[config.mk]
export PLATFORM = sky130hd
export DESIGN_NAME = stk_freelist
export DESIGN_NICKNAME = d
export VERILOG_FILES = /design/src/rtl/cfg_pkg.sv /design/src/rtl/stk_pkg.sv /design/src/rtl/stk_freelist_ram.sv /design/src/rtl/stk_freelist.sv
export SDC_FILE = /design/constraint.sdc
export NUM_CORES = 2
export LEC_CHECK = 0
export ABC_CLOCK_PERIOD_IN_PS = 13150
export CAP_MARGIN = 5
export CORE_MARGIN = 3
export CORE_UTILIZATION = 68
export CTS_CLUSTER_DIAMETER = 120
export CTS_CLUSTER_SIZE = 25
export DETAILED_ROUTE_END_ITERATION = 7
export MAX_ROUTING_LAYER = met4
export PLACE_DENSITY = 0.85
export SLEW_MARGIN = 20
export SYNTH_ARGS = -nofsm -noshare
export SYNTH_HDL_FRONTEND = slang
export SYNTH_HIERARCHICAL = 1
export SYNTH_SLANG_ARGS = --single-unit
[constraint.sdc]
create_clock -name clk -period 13.15 [get_ports clk]
set_input_delay 2.63 -clock clk [delete_from_list [all_inputs] [get_ports clk]]
set_output_delay 2.63 -clock clk [all_outputs]
set_load 0.03 [all_outputs]
[src/rtl/cfg_pkg.sv]
// Build-wide configuration shared by the stack engine blocks.
package cfg_pkg;
    localparam int PTR_N = 256;
endpackage

[src/rtl/stk_pkg.sv]
// Shared types for the stack engine: entry pointer and free-list FSM states.
package stk_pkg;
    import cfg_pkg::*;

    localparam int PTR_W = $clog2(PTR_N);

    typedef logic [PTR_W-1:0] ptr_t;

    typedef enum logic {
        INIT = 1'b0,
        RUN  = 1'b1
    } fl_state_t;
endpackage

[src/rtl/stk_freelist_ram.sv]
// Ring storage for the free list: one synchronous write port, one asynchronous read port.
module stk_freelist_ram #(
    parameter int DEPTH  = 256,
    parameter int ADDR_W = $clog2(DEPTH),
    parameter int DATA_W = ADDR_W
) (
    input  logic              clk,
    input  logic              we,
    input  logic [ADDR_W-1:0] waddr,
    input  logic [DATA_W-1:0] wdata,
    input  logic [ADDR_W-1:0] raddr,
    output logic [DATA_W-1:0] rdata
);
    logic [DATA_W-1:0] mem [DEPTH];

    always_ff @(posedge clk) begin
        if (we) begin
            mem[waddr] <= wdata;
        end
    end

    assign rdata = mem[raddr];
endmodule

[src/rtl/stk_freelist.sv]
// Free-pointer FIFO for stack entry storage: self-initialising sweep, then one
// alloc and one dealloc per cycle with a sticky protocol-error flag.
module stk_freelist
    import stk_pkg::*;
#(
    parameter int  PTR_N = cfg_pkg::PTR_N,
    localparam int PTR_W = $clog2(PTR_N)
) (
    input  logic             clk,
    input  logic             rst,
    input  logic             i_alloc,
    output logic [PTR_W-1:0] o_ptr_w,
    output logic             o_empty_r,
    output logic             o_busy,
    input  logic             i_dealloc_vld,
    input  logic [PTR_W-1:0] i_dealloc_ptr,
    output logic [PTR_W:0]   o_cnt_r,
    output logic             o_err_r
);
    localparam logic [PTR_W:0]   CNT_FULL = (PTR_W+1)'(PTR_N);
    localparam logic [PTR_W-1:0] IDX_LAST = PTR_W'(PTR_N - 1);

    fl_state_t        state_r, state_nxt;
    logic [PTR_W-1:0] idx_r, rd_r, wr_r;
    logic [PTR_W:0]   cnt_r, cnt_nxt;
    logic             empty_r, err_r;

    logic             busy, sweep_last;
    logic             alloc_ok, dealloc_ok, err_hit;
    logic             ram_we;
    logic [PTR_W-1:0] ram_waddr, ram_wdata;

    assign busy       = (state_r == INIT);
    assign sweep_last = busy && (idx_r == IDX_LAST);

    assign alloc_ok   = !busy && i_alloc && !empty_r;
    assign dealloc_ok = !busy && i_dealloc_vld && (cnt_r != CNT_FULL);
    // Rejected requests only flag the error; they never touch ring or counters.
    assign err_hit    = (i_alloc && (busy || empty_r)) ||
                        (i_dealloc_vld && (busy || cnt_r == CNT_FULL));

    always_comb begin
        state_nxt = state_r;
        cnt_nxt   = cnt_r;
        ram_we    = 1'b0;
        ram_waddr = wr_r;
        ram_wdata = i_dealloc_ptr;
        if (busy) begin
            ram_we    = 1'b1;
            ram_waddr = idx_r;
            ram_wdata = idx_r;
            if (sweep_last) begin
                state_nxt = RUN;
                cnt_nxt   = CNT_FULL;
            end
        end else begin
            ram_we = dealloc_ok;
            unique case ({alloc_ok, dealloc_ok})
                2'b10:   cnt_nxt = cnt_r - 1'b1;
                2'b01:   cnt_nxt = cnt_r + 1'b1;
                default: cnt_nxt = cnt_r;
            endcase
        end
    end

    always_ff @(posedge clk) begin
        if (rst) begin
            state_r <= INIT;
        end else begin
            state_r <= state_nxt;
        end
    end

    always_ff @(posedge clk) begin
        if (rst) begin
            idx_r   <= '0;
            rd_r    <= '0;
            wr_r    <= '0;
            cnt_r   <= '0;
            empty_r <= 1'b1;
            err_r   <= 1'b0;
        end else begin
            cnt_r   <= cnt_nxt;
            empty_r <= (cnt_nxt == '0);
            if (busy) begin
                idx_r <= idx_r + 1'b1;
            end
            if (alloc_ok) begin
                rd_r <= rd_r + 1'b1;
            end
            if (dealloc_ok) begin
                wr_r <= wr_r + 1'b1;
            end
            if (err_hit) begin
                err_r <= 1'b1;
            end
        end
    end

    stk_freelist_ram #(
        .DEPTH  (PTR_N),
        .ADDR_W (PTR_W),
        .DATA_W (PTR_W)
    ) u_ram (
        .clk   (clk),
        .we    (ram_we),
        .waddr (ram_waddr),
        .wdata (ram_wdata),
        .raddr (rd_r),
        .rdata (o_ptr_w)
    );

    assign o_busy    = busy;
    assign o_empty_r = empty_r;
    assign o_cnt_r   = cnt_r;
    assign o_err_r   = err_r;
endmodule

==> results.json <==
{
  "outcome": "finished, violations left",
  "violations": "design-rule violations",
  "async_flop_share": 0,
  "dp_hpwl_um": 121000,
  "holdWs_ns": 0.501,
  "layout_commonest_cell": "edfxtp_1",
  "met2_usage": 0.523,
  "swShare": 0.193,
  "vdd_ir_drop_max_uv": 125,
  "grtUsageMet1": 0.457,
  "syn_area_sq_um": 81500,
  "die_width_um": 352,
  "cts_resized": 0,
  "htree_levels": 3,
  "cts_root_buf": "clkbuf_16",
  "pwr-share-comb": 0.015,
  "ios": 32,
  "drt_first_iter_violations": 7516,
  "cts_made_buffers": 93,
  "postRouteAntennaNets": 0,
  "hold_class": "reg -> reg",
  "synthTopCellsByArea": "edfxtp_1 75%, mux4_2 13%, mux2i_1 1.7%, nor2_1 1.5%, a22oi_1 1.2%",
  "die_h_um": 352,
  "clkLatencyLatePin_ns": 0.71,
  "ys.flop_type": "edfxtp_1",
  "ctsHoldBuffers": 0,
  "grt_pass1_vias": 42258,
  "fin_tns_setup_ns": 0,
  "yosysSeqAreaShare": 0.764,
  "p_per_area_nw_per_um2": 125,
  "critical_path.top_delay_family": "buffers and inverters",
  "clk_pin_slew_ns": 0.10,
  "final.setup_skew_ns": 0.0339,
  "end_kind": "output pin",
  "drc": 30,
  "globalRoute.busiestLayer": "met2",
  "synth_top_area_cell": "edfxtp_1",
  "netlist_instances": 3991,
  "grt_max_degree": 200,
  "grt_pass1_wl_um": 302000,
  "pwr-share-clk": 0.306,
  "die_area_sq_um": 124000,
  "vias": 42632,
  "grt_use_total": 0.349,
  "cts_tree": "built",
  "power_switching_w": 0.00206,
  "mostFrequentLayoutCells": "2,048 x edfxtp_1, 454 x mux4_2, 318 x nor2_1",
  "yosys.cell_types.count": 73,
  "synthesis.nets": 4016,
  "p_seq_frac": 0.679,
  "seqCellArea_sq_um": 62200,
  "internal_power_w": 0.00862,
  "dr.pass1.iters": 8,
  "antenna_found_initial": 10,
  "slew_viol_final": 0,
  "min_period_ns": 8.99,
  "cts_setup_buffers": 0,
  "crit_required_ns": 10.52,
  "initial_utilization": 0.688,
  "gp_routability_congestion": 0.949,
  "fin_crit_sh": 0.683,
  "cap_violations": 0,
  "syn_to_final_growth_pct": 5.23,
  "synth_top_area_frac": 0.755,
  "wirelength_um": 208000,
  "grt-ovfl-total": 0,
  "timing.fmax_mhz": 111,
  "rows": 126,
  "path_cells": "buf_4 > buf_4 > mux4_2 > a22oi_1 > a31oi_1 > nor4_1 > buf_4 > nor4_1 > clkdlybuf4s50_1",
  "multi_input_area_sq_um": 17800,
  "clock_sinks": 2084,
  "nets": 3981,
  "critPathMaxFanout": 54,
  "syn_avg_cell_area_sq_um": 20.4,
  "synth.ff_latch_count": 2084,
  "critical_path_buf_inv_count": 4,
  "setup_viol": 0,
  "critPathKind": "reg -> out",
  "drive_above_1_share": 0.171,
  "crit_top_cell": "buf_4",
  "yosysWarningCount": 6,
  "tightest_slew_ns": 1.21,
  "cts_buffer_depth": 3,
  "grtUsageMet3": 0.0926,
  "wire_per_inst_um": 37.1,
  "slowest_delay_ns": 1.01,
  "slowest_stage": "nor4_1",
  "port_buffers": 31,
  "hold_viol_final": 0,
  "fillers": 6203,
  "grt_setup_unrepaired": "false",
  "core_sq_um": 118000,
  "synth_edf_count": 2048,
  "cp-start-kind": "register",
  "relSlewSlack": 0.193,
  "cp.arrival_ns": 6.36,
  "p_leak_nw": 25.2,
  "routed_via_density": 7.61
}
-- power by group through the flow --
stage / sequential (W) / combinational [W] / clock, W
floorplan: 0.00742 / 0.0000680 / 0
global placement: 0.00740 / 0.000146 / 0
detailed placement: 0.00741 / 0.000152 / 0
CTS: 0.00725 / 0.000155 / 0.00327
global route: 0.00726 / 0.000165 / 0.00349
finish: 0.00725 / 0.000162 / 0.00327
-- metrics by stage --
stage / util / instance area [sq um] / setup WS [ns] / instances / power [W]
after floorplan: - / 81500 / 6.66 / 3991 / 0.00749
after global placement: 0.702 / 83100 / 5.04 / 5458 / 0.00755
after detailed placement: 0.702 / 83100 / 4.99 / 5458 / 0.00756
after CTS: 0.723 / 85600 / 4.09 / 5587 / 0.0107
after global routing: 0.724 / 85700 / 3.95 / 5599 / 0.0109
final: 0.724 / 85700 / 4.16 / 5601 / 0.0107
-- metal layers --
layer,routed length [um],up-vias
met5,0,-
met4,12400,0
li1,-,16333
met3,30200,726
met1,66600,21612
met2,98700,3961
-- path summary, 6_finish.rpt --
check | start | end | slack [ns] | cells past startpoint
setup reg to reg | state_r | u_ram/mem[13][6] | 8.62 | 7
hold reg to reg | o_err_r | o_err_r | 0.50 | 2
setup / recovery | rd_r[0] | o_ptr_w[3] | 4.16 | 9
hold / removal | o_err_r | o_err_r | 0.50 | 2
-- layout make-up --
type	instances	share of cell area
antenna	11	0.000321
clock buffer	124	0.0292
clock inverter	5	0.000686
inverter	10	0.000438
multi-input combinational	1656	0.208
sequential	2084	0.726
tap	1600	0.0234
timing repair buffer	111	0.0118
-- state kept, by name (all words and copies together) (netlist names) --
register / cells
idx_r: 8
o_cnt_r: 9
o_empty_r: 1
o_err_r: 1
rd_r: 8
state_r: 1
u_ram/mem: 2048
wr_r: 8
-- worst min-delay path: cells and delay by family, from the launching register on --
| kind | cells | cell delay [ns] |
|---|---|---|
| flip-flops | 1 | 0.35 |
| AND/OR/NAND/NOR | 1 | 0.07 |
| AO/OA/AOI/OAI | 1 | 0.05 |
-- cell usage after synthesis (all sizes together) (6+ instances only) --
cell type and number:
edfxtp 2048, mux4 456, nor2 323, mux2i 136
a22oi 135, buf 126, clkbuf 115, a21oi 107
nand2 91, o221ai 47, nand3 42, dfxtp 36
nor2b 33, nor4 29, o22ai 28, nor3 27
xor2 22, a211oi 20, o21ai 20, nand4 19
a221oi 15, o211ai 13, ha 12, nand2b 12
inv 9, a22o 8, and2 6
-- cells by family (layout without fill, tap and decap cells) --
group / Yosys count / in the layout / share of synthesized area
AOI/OAI and AO/OA: 420 / 420 / 0.0362
xor gates and xnor gates: 25 / 25 / 0.00269
adders and majority gates: 13 / 13 / 0.00209
buffers and inverters: 251 / 250 / 0.0186
DFF: 2084 / 2084 / 0.764
muxes: 593 / 593 / 0.143
other: 0 / 11 / 0
and+or+nand+nor: 605 / 605 / 0.0337
No activity file was read; power rests on OpenSTA's default activity.
